--- src/rtl/loadable_weight_comp_cell.sv ---
`default_nettype none
// ============================================================================
// Module  : loadable_weight_comp_cell
// Brief   : Weight-stationary multiply-accumulate cell with a loadable weight
//           memory, chunked dot-product accumulation, value pass-through and a
//           daisy-chained result bus with a single-entry pending slot.
// Revision: 1.0 - initial release
// ============================================================================
module loadable_weight_comp_cell #(
  parameter int DATA_WIDTH    = 32,
  parameter int WEIGHT_WIDTH  = 8,
  parameter int WEIGHT_AMOUNT = 16,
  parameter int INPUT_AMOUNT  = 4,
  parameter bit SIGNED        = 1'b0,
  parameter bit RELU          = 1'b0
) (
  input  logic                                  clk,
  input  logic                                  rst_n,
  input  logic                                  weight_load_enable,
  input  logic [$clog2(WEIGHT_AMOUNT)-1:0]      weight_load_addr,
  input  logic [WEIGHT_WIDTH-1:0]               weight_load_data,
  input  logic [DATA_WIDTH-1:0]                 input_index,
  input  logic [INPUT_AMOUNT*DATA_WIDTH-1:0]    input_value,
  input  logic                                  input_enable,
  input  logic [DATA_WIDTH:0]                   input_result,
  output logic [DATA_WIDTH-1:0]                 output_index,
  output logic [INPUT_AMOUNT*DATA_WIDTH-1:0]    output_value,
  output logic                                  output_enable,
  output logic [DATA_WIDTH:0]                   output_result,
  output logic                                  error_flag
);

  localparam int ADDR_WIDTH = $clog2(WEIGHT_AMOUNT);

  // Index of the chunk that completes a dot product, and the chunk stride.
  localparam logic [DATA_WIDTH-1:0] LAST_INDEX = DATA_WIDTH'(WEIGHT_AMOUNT - INPUT_AMOUNT);
  localparam logic [DATA_WIDTH-1:0] CHUNK_SIZE = DATA_WIDTH'(INPUT_AMOUNT);

  // --------------------------------------------------------------------------
  // State
  // --------------------------------------------------------------------------
  logic [WEIGHT_WIDTH-1:0]            weight_q [WEIGHT_AMOUNT];
  logic [WEIGHT_WIDTH-1:0]            weight_d [WEIGHT_AMOUNT];
  logic [DATA_WIDTH-1:0]              acc_q, acc_d;
  logic                               pend_valid_q, pend_valid_d;
  logic [DATA_WIDTH-1:0]              pend_data_q, pend_data_d;
  logic                               error_q, error_d;
  logic [DATA_WIDTH-1:0]              output_index_q, output_index_d;
  logic [INPUT_AMOUNT*DATA_WIDTH-1:0] output_value_q, output_value_d;
  logic                               output_enable_q, output_enable_d;
  logic [DATA_WIDTH:0]                output_result_q, output_result_d;

  // --------------------------------------------------------------------------
  // Chunk classification
  // --------------------------------------------------------------------------
  logic w_aligned;
  logic w_in_range;
  logic w_legal;
  logic w_illegal;
  logic w_final;

  assign w_aligned  = (input_index % CHUNK_SIZE) == '0;
  assign w_in_range = input_index <= LAST_INDEX;
  assign w_legal    = input_enable & w_aligned & w_in_range;
  assign w_illegal  = input_enable & ~(w_aligned & w_in_range);
  assign w_final    = w_legal & (input_index == LAST_INDEX);

  // --------------------------------------------------------------------------
  // Per-lane products. Weights are widened to the data width first so that the
  // truncated product is correct for both signed and unsigned operation; the
  // low DATA_WIDTH bits of a product do not depend on operand signedness once
  // both operands have been extended to that width.
  // --------------------------------------------------------------------------
  logic [DATA_WIDTH-1:0] w_prod [INPUT_AMOUNT];

  for (genvar gi = 0; gi < INPUT_AMOUNT; gi++) begin : g_lane
    logic [ADDR_WIDTH-1:0]   w_addr;
    logic [WEIGHT_WIDTH-1:0] w_weight;
    logic [DATA_WIDTH-1:0]   w_weight_ext;

    // Only meaningful for legal chunks, which never run past the memory end.
    assign w_addr   = input_index[ADDR_WIDTH-1:0] + ADDR_WIDTH'(gi);
    assign w_weight = weight_q[w_addr];

    if (SIGNED) begin : g_sext
      assign w_weight_ext = DATA_WIDTH'($signed(w_weight));
    end else begin : g_zext
      assign w_weight_ext = DATA_WIDTH'(w_weight);
    end

    assign w_prod[gi] = input_value[DATA_WIDTH*gi +: DATA_WIDTH] * w_weight_ext;
  end

  // --------------------------------------------------------------------------
  // Chunk sum and the value a final chunk would publish
  // --------------------------------------------------------------------------
  logic [DATA_WIDTH-1:0] w_sum;
  logic [DATA_WIDTH-1:0] w_result;

  // Accumulate all lanes on top of the running sum (index 0 restarts it).
  always_comb begin
    w_sum = (input_index == '0) ? '0 : acc_q;
    for (int i = 0; i < INPUT_AMOUNT; i++) begin
      w_sum = w_sum + w_prod[i];
    end
  end

  // Negative final sums are clamped only when both ReLU and signed mode are on.
  assign w_result = (RELU && SIGNED && w_sum[DATA_WIDTH-1]) ? '0 : w_sum;

  // --------------------------------------------------------------------------
  // Next-state: weight writes, accumulator, pass-through, result arbitration
  // --------------------------------------------------------------------------
  always_comb begin
    weight_d        = weight_q;
    acc_d           = acc_q;
    pend_valid_d    = pend_valid_q;
    pend_data_d     = pend_data_q;
    error_d         = error_q;
    output_index_d  = '0;
    output_value_d  = '0;
    output_enable_d = 1'b0;
    output_result_d = '0;

    // The chunk above already read weight_q, so a same-cycle write is unseen.
    if (weight_load_enable) begin
      weight_d[weight_load_addr] = weight_load_data;
    end

    // Pass-through is independent of chunk legality.
    if (input_enable) begin
      output_index_d  = input_index;
      output_value_d  = input_value;
      output_enable_d = 1'b1;
    end

    if (w_illegal) begin
      error_d = 1'b1;
    end

    if (w_legal) begin
      acc_d = w_final ? '0 : w_sum;
    end

    // Upstream results have priority, then the pending slot, then a fresh
    // result. A fresh result that cannot go out now is parked in the slot;
    // if the slot is already occupied and stays occupied, it is lost.
    if (input_result[DATA_WIDTH]) begin
      output_result_d = input_result;
      if (w_final) begin
        if (pend_valid_q) begin
          error_d = 1'b1;
        end else begin
          pend_valid_d = 1'b1;
          pend_data_d  = w_result;
        end
      end
    end else if (pend_valid_q) begin
      output_result_d = {1'b1, pend_data_q};
      pend_valid_d    = w_final;
      if (w_final) begin
        pend_data_d = w_result;
      end
    end else if (w_final) begin
      output_result_d = {1'b1, w_result};
    end
  end

  // Register all state; reset clears everything including the weight memory.
  always_ff @(posedge clk) begin
    if (!rst_n) begin
      weight_q        <= '{default: '0};
      acc_q           <= '0;
      pend_valid_q    <= 1'b0;
      pend_data_q     <= '0;
      error_q         <= 1'b0;
      output_index_q  <= '0;
      output_value_q  <= '0;
      output_enable_q <= 1'b0;
      output_result_q <= '0;
    end else begin
      weight_q        <= weight_d;
      acc_q           <= acc_d;
      pend_valid_q    <= pend_valid_d;
      pend_data_q     <= pend_data_d;
      error_q         <= error_d;
      output_index_q  <= output_index_d;
      output_value_q  <= output_value_d;
      output_enable_q <= output_enable_d;
      output_result_q <= output_result_d;
    end
  end

  assign output_index  = output_index_q;
  assign output_value  = output_value_q;
  assign output_enable = output_enable_q;
  assign output_result = output_result_q;
  assign error_flag    = error_q;

endmodule
`default_nettype wire

--- config.mk ---
export PLATFORM = sky130hd
export DESIGN_NAME = loadable_weight_comp_cell
export DESIGN_NICKNAME = d
export VERILOG_FILES = /design/src/rtl/loadable_weight_comp_cell.sv
export SDC_FILE = /design/constraint.sdc
export NUM_CORES = 2
export LEC_CHECK = 0
export CORE_MARGIN = 2
export CORE_UTILIZATION = 40
export CTS_CLUSTER_SIZE = 28
export DETAILED_ROUTE_END_ITERATION = 12
export HOLD_SLACK_MARGIN = 0.03
export PLACE_DENSITY = 0.58
export SYNTH_ARGS = -nofsm -noshare
export SYNTH_HDL_FRONTEND = slang
export SYNTH_SLANG_ARGS = --single-unit
export TNS_END_PERCENT = 1
--- constraint.sdc ---
create_clock -name clk -period 13.1 [get_ports clk]
set_input_delay 1.31 -clock clk [delete_from_list [all_inputs] [get_ports clk]]
set_output_delay 1.31 -clock clk [all_outputs]
set_load 0.005 [all_outputs]
After elaboration in Yosys (flattened, before gate mapping). Cells that the tools add are included.

Multipliers: 4. $add $sub $neg: 7. $lt $le $gt $ge: 7. Reduce and logical (&&, ||, !) cells: 6. Bitwise operators: 11. Eq/ne operators: 3. Mux-type cells: 33.

Operators with widths (number): 32-bit 2-to-1 mux (7); 32-bit adder (4); 8-bit binary-select mux with 4-bit select (4); 128-bit bitwise mux (1); 32-bit by 8-bit multiplier with 32-bit output (4); 33-bit 2-to-1 mux (3); 8-bit 2-to-1 mux (9); 32-bit logical NOT (2); 8-bit demux with 4-bit select (1); 32-bit by 4-bit equality test with 1-bit output, second input constant (1); 32-bit by 4-bit less-or-equal comparator with 1-bit output, second input constant (1); 5-bit greater-or-equal comparator, second input constant (5); 4-bit NOT with 5-bit output (5); 4-bit by 2-bit adder with 4-bit output, second input constant (2); 1-bit 2-to-1 mux (8); 1-bit AND (5); 5-bit by 1-bit less-than comparator with 1-bit output, second input constant (1); 4-bit by 1-bit adder with 4-bit output, second input constant (1); 3-bit AND reduction (1); 2-bit by 1-bit inequality test with 1-bit output, second input constant (1); 2-bit inequality test, second input constant (1); 2-bit AND reduction (1); 2-bit nonzero test (1); 1-bit logical AND (1); 1-bit NOT (1).

Logic and storage cells: 95. Bits in registers: 388.

Depth between registers and ports, before layout.
Word-level depth: 12. Gate-level depth with buffers: 43. Depth with buffers taken out: 35.

Least setup slack after synthesis. No wires, ideal clock.

Path type: input to register. Start point: input port input_index[1]. End point: register output_result_q[31] (netlist: output_result[31]). Cell stages on the path: 39. Setup time: 0.116 ns. Setup slack: 2.313 ns. Arrival: 10.671 ns. Cells stage by stage: buf_2 buf_4 inv_2 ha_1 buf_2 buf_2 buf_4 buf_4 buf_4 buf_2 mux4_2 nor2b_1 a211oi_1 a21oi_1 clkbuf_1 nand2_1 fa_1 inv_1 [3 not listed] inv_1 fa_1 fa_1 fa_1 fa_1 fa_1 ha_1 a21o_1 a21o_1 a21oi_1 nor3_1 a2111oi_0 o21ai_0 a211oi_1 o21ai_0 xor2_1 a221o_1 o211a_1.

Cells in the longest elaborated chain, start to end: 12.

Ends and longest elaborated chain: start: declaration (RTL line 22) `input logic [DATA_WIDTH-1:0] input_index,`; 4-bit NOT with 5-bit output (not written as such) / 4-bit by 1-bit adder with 4-bit output (equally long branches) (RTL line 83, 82); 8-bit binary-select mux with 4-bit select / 4-bit NOT with 5-bit output (equally long branches) (RTL line 83) `assign w_weight = weight_q[w_addr];`; 8-bit 2-to-1 mux (not written as such) / 8-bit binary-select mux with 4-bit select (equally long branches) (RTL line 83); 8-bit 2-to-1 mux (not written as such) (RTL line 83); 32-bit by 8-bit multiplier with 32-bit output / 8-bit 2-to-1 mux (equally long branches) (RTL line 91, 83); 32-bit adder / 32-bit by 8-bit multiplier with 32-bit output (equally long branches) (RTL line 104, 91); 32-bit adder (3 in series) (RTL line 104) `w_sum = w_sum + w_prod[i];`; 33-bit 2-to-1 mux (*) (RTL line 164) `end else if (w_final) begin`; 33-bit 2-to-1 mux (*) (RTL line 158) `end else if (pend_valid_q) begin`; 33-bit 2-to-1 mux (*) (RTL line 148) `if (input_result[DATA_WIDTH]) begin`; end signal: assignment (RTL line 190) `output_result_q <= output_result_d;`; end: declaration (RTL line 51) `logic [DATA_WIDTH:0] output_result_q, output_result_d;`.

Mark *: on every way between the ends. The rest lies on a longest branch, timed or not. The select of a mux whose other input is x is not followed. A chain may end at the register's enable or synchronous reset.

Worst setup path after layout.
Start point: input port input_index[2]. End point: register output_result_q[31] (netlist: output_result[31]).

Same word-level chain as after synthesis.

==> flow_metrics.env <==
export IMPL_yosysSeqAreaShare_pct=17.5
export IMPL_clock_skew_ns=0.0266
export IMPL_grt_pass1_vias=34557
export IMPL_regArea_um2=7770
export IMPL_vdd_ir_drop_max_uv=86.7
export IMPL_multi_input_area_um2=32600
export IMPL_synthXorXnorAreaFrac_pct=1.97
export IMPL_ys_top_cells_by_area="fa_1 (37%), dfxtp_1 (17%), mux4_2 (6.8%)"
export IMPL_grt_max_degree=129
export IMPL_ctsResizeCount=0
export IMPL_tightest_slew_ns=1.26
export IMPL_critPathLaunchType="input port"
export IMPL_ant_nets=0
export IMPL_synth_edf_count=0
export IMPL_numCtsBuffers=49
export IMPL_synth_top_family_by_area="adder cells"
export IMPL_synth_ff_latch_count=388
export IMPL_grt_pass1_wl_mm=208
export IMPL_worstSetupPathType="input port to flop"
export IMPL_clk_pin_slew_ns=0.06
export IMPL_status="finished, final reports clean"
export IMPL_areaGrowthSynthToFinish_pct=15.6
export IMPL_synth_top_cell_by_area="fa_1"
export IMPL_portBuffers=403
export IMPL_fmax_mhz=87.1
export IMPL_synth_nets=5582
export IMPL_layout_commonest_cell="fa_1"
export IMPL_grt_antenna_before_repair=14
export IMPL_cts_tree="built"
export IMPL_chipWidth_um=337
export IMPL_synth_warnings=0
export IMPL_root_buffer="clkbuf_16"
export IMPL_gp_congestion=0.856
export IMPL_die_area_um2=114000
export IMPL_rsz0062_at_grt="no"
export IMPL_syn_cell_area_um2=44400
export IMPL_rows=122
export IMPL_fin_cells=6225
export IMPL_synthMuxAreaShare_pct=11.0
export IMPL_worst_path_max_delay_cell="o21ai_2"
export IMPL_synth_compound_area_share_pct=3.62
export IMPL_vias=32135
export IMPL_layout_drive_gt1_share_pct=6.42
export IMPL_globalRouteTotalUtil_pct=24.3
export IMPL_p_leak_uw=0.0225
export IMPL_syn_inst=4459
export IMPL_via_per_inst=5.16
export IMPL_async_reset_ff_share_pct=0
export IMPL_period_share_pct=87.6
export IMPL_ios=404
export IMPL_dr_pass1_iters=6
export IMPL_die_y_um=337
export IMPL_dp_hpwl_mm=107
export IMPL_fill_cells=10518
export IMPL_cp_required_ns=13.63
export IMPL_cts_htree_levels=2
export IMPL_post_cts_setup_buffer_count=0
export IMPL_synth_adder_area_share_pct=39.7
export IMPL_final_cell_mix="fa_1 (822), inv_1 (792), nand2_1 (671)"
export IMPL_worst_path_largest_cell_delay_ns=0.97
export IMPL_setup_tns_final_ns=0
export IMPL_finalCriticalPeriod_ns=11.48
export IMPL_setup_violations=0
export IMPL_drc=0
export IMPL_cp_arrival_ns=12.01
export IMPL_placedCellCount=6130
export IMPL_nNetsFinal=5816
export IMPL_initial_core_util_pct=40.2
export IMPL_synth_ff_type="dfxtp_1"
export IMPL_min_path_type="flop to flop"
export IMPL_wirelength_mm=135
export IMPL_drt_first_iter_violations=2193
export IMPL_slew_viol_final=0
export IMPL_synth_cell_types=67
export IMPL_synth_top_cell_area_share_pct=37.1
export IMPL_maxSlewHeadroom_pct=16.1
export IMPL_critPathCaptureType="flop"
export IMPL_synth_simple_area_share_pct=16.8
export IMPL_p_per_area_nw_per_um2=87.5
export IMPL_ctsHoldBuffers=0
export IMPL_insertion_delay_ns=0.64
export IMPL_avgRoutedWirePerCell_um=21.6
export IMPL_hold_viol=0
export IMPL_postSynthAreaPerCell_um2=9.96
export IMPL_cp_max_fo=24
export IMPL_cts_sinks=388
export IMPL_core_region_area_um2=110000
export IMPL_cap_violations=0
export IMPL_cp_common_cell="fa_1"
export IMPL_grt_overflow=0
export IMPL_cts_buffer_depth=3
-- cell usage after synthesis (9+ instances only) --
cell type / instances
buf_1: 51
a221o_1: 18
nand2_1: 671
clkbuf_1: 186
a21boi_0: 33
nor2b_1: 183
o211a_1: 24
a21oi_1: 41
and2_1: 359
and3_1: 166
nand3_1: 24
mux2i_1: 157
xor2_1: 16
a22oi_1: 17
dfxtp_1: 388
fa_1: 822
xnor2_1: 56
mux4_1: 11
buf_2: 14
o21ai_0: 41
inv_1: 792
mux4_2: 134
nor2_1: 31
o211ai_1: 9
ha_1: 92
-- layout make-up --
type | count | area share [%]
flip-flops and latches | 388 | 15.1
inverters | 793 | 5.80
well taps | 1488 | 3.63
clock buffers | 63 | 2.63
clock inverters | 27 | 0.736
multi-input cells | 3007 | 63.4
repair buffers | 454 | 8.65
diodes | 5 | 0.0244
-- flip-flops by register name (all words and copies together) (netlist names) --
name	count
acc_q	32
pend_valid_q	1
output_value	128
pend_data_q	32
error_flag	1
output_index	32
output_enable	1
output_result	33
weight_q	128
-- per-stage QoR --
step | worst slack, ns | hold slack (ns) | area [um^2] | total power (uW) | utilization (%)
finish | 1.62 | 0.464 | 51300 | 4490 | 46.5
global route | 0.964 | 0.487 | 51300 | 4780 | 46.5
CTS | 1.73 | 0.466 | 51300 | 4570 | 46.5
detailed placement | 1.09 | 0.453 | 49600 | 3080 | 44.9
global placement | 1.17 | 0.450 | 49600 | 3070 | 44.9
floorplan | 2.31 | 0.436 | 44400 | 2410 | -
-- power breakdown --
group          switching (uW)  total, uW  internal, uW
logic                    1090       1810           723
registers                12.9       1220          1210
clock network             589       1460           872
total                    1690       4490          2810
-- final timing paths --
check	endpoint	cells after the start	slack, ns	start
max	output_result[31]	33	1.62	input_index[2]
min	acc_q[1]	2	0.46	acc_q[1]
max reg2reg	output_result[31]	27	3.62	weight_q[19]
min reg2reg	acc_q[1]	2	0.46	acc_q[1]
-- critical path: cells and delay by family --
family	cells	cell delay, ns
simple gates	3	0.49
mux	2	0.45
xor+xnor	2	0.75
buf+inv	8	1.51
compound gates	9	3.20
fa+ha+maj	9	4.25
-- metal layers --
layer,vias up,global-route usage (%),routed length [um]
met5,-,0,58
met4,10,8.53,5190
met3,237,3.22,6060
met2,901,45.2,72700
met1,16798,28.4,50500
li1,14189,-,-
-- kinds of logic after synthesis --
kind of cell             count (synthesis)
adder cells (fa/ha/maj)                915
buffers and inverters                 1064
flip-flops                             388
XOR/XNOR                                84
AO/OA/AOI/OAI                          225
multiplexers                           304
AND/OR/NAND/NOR                       1479
No activity file was read; power rests on OpenSTA's default activity.
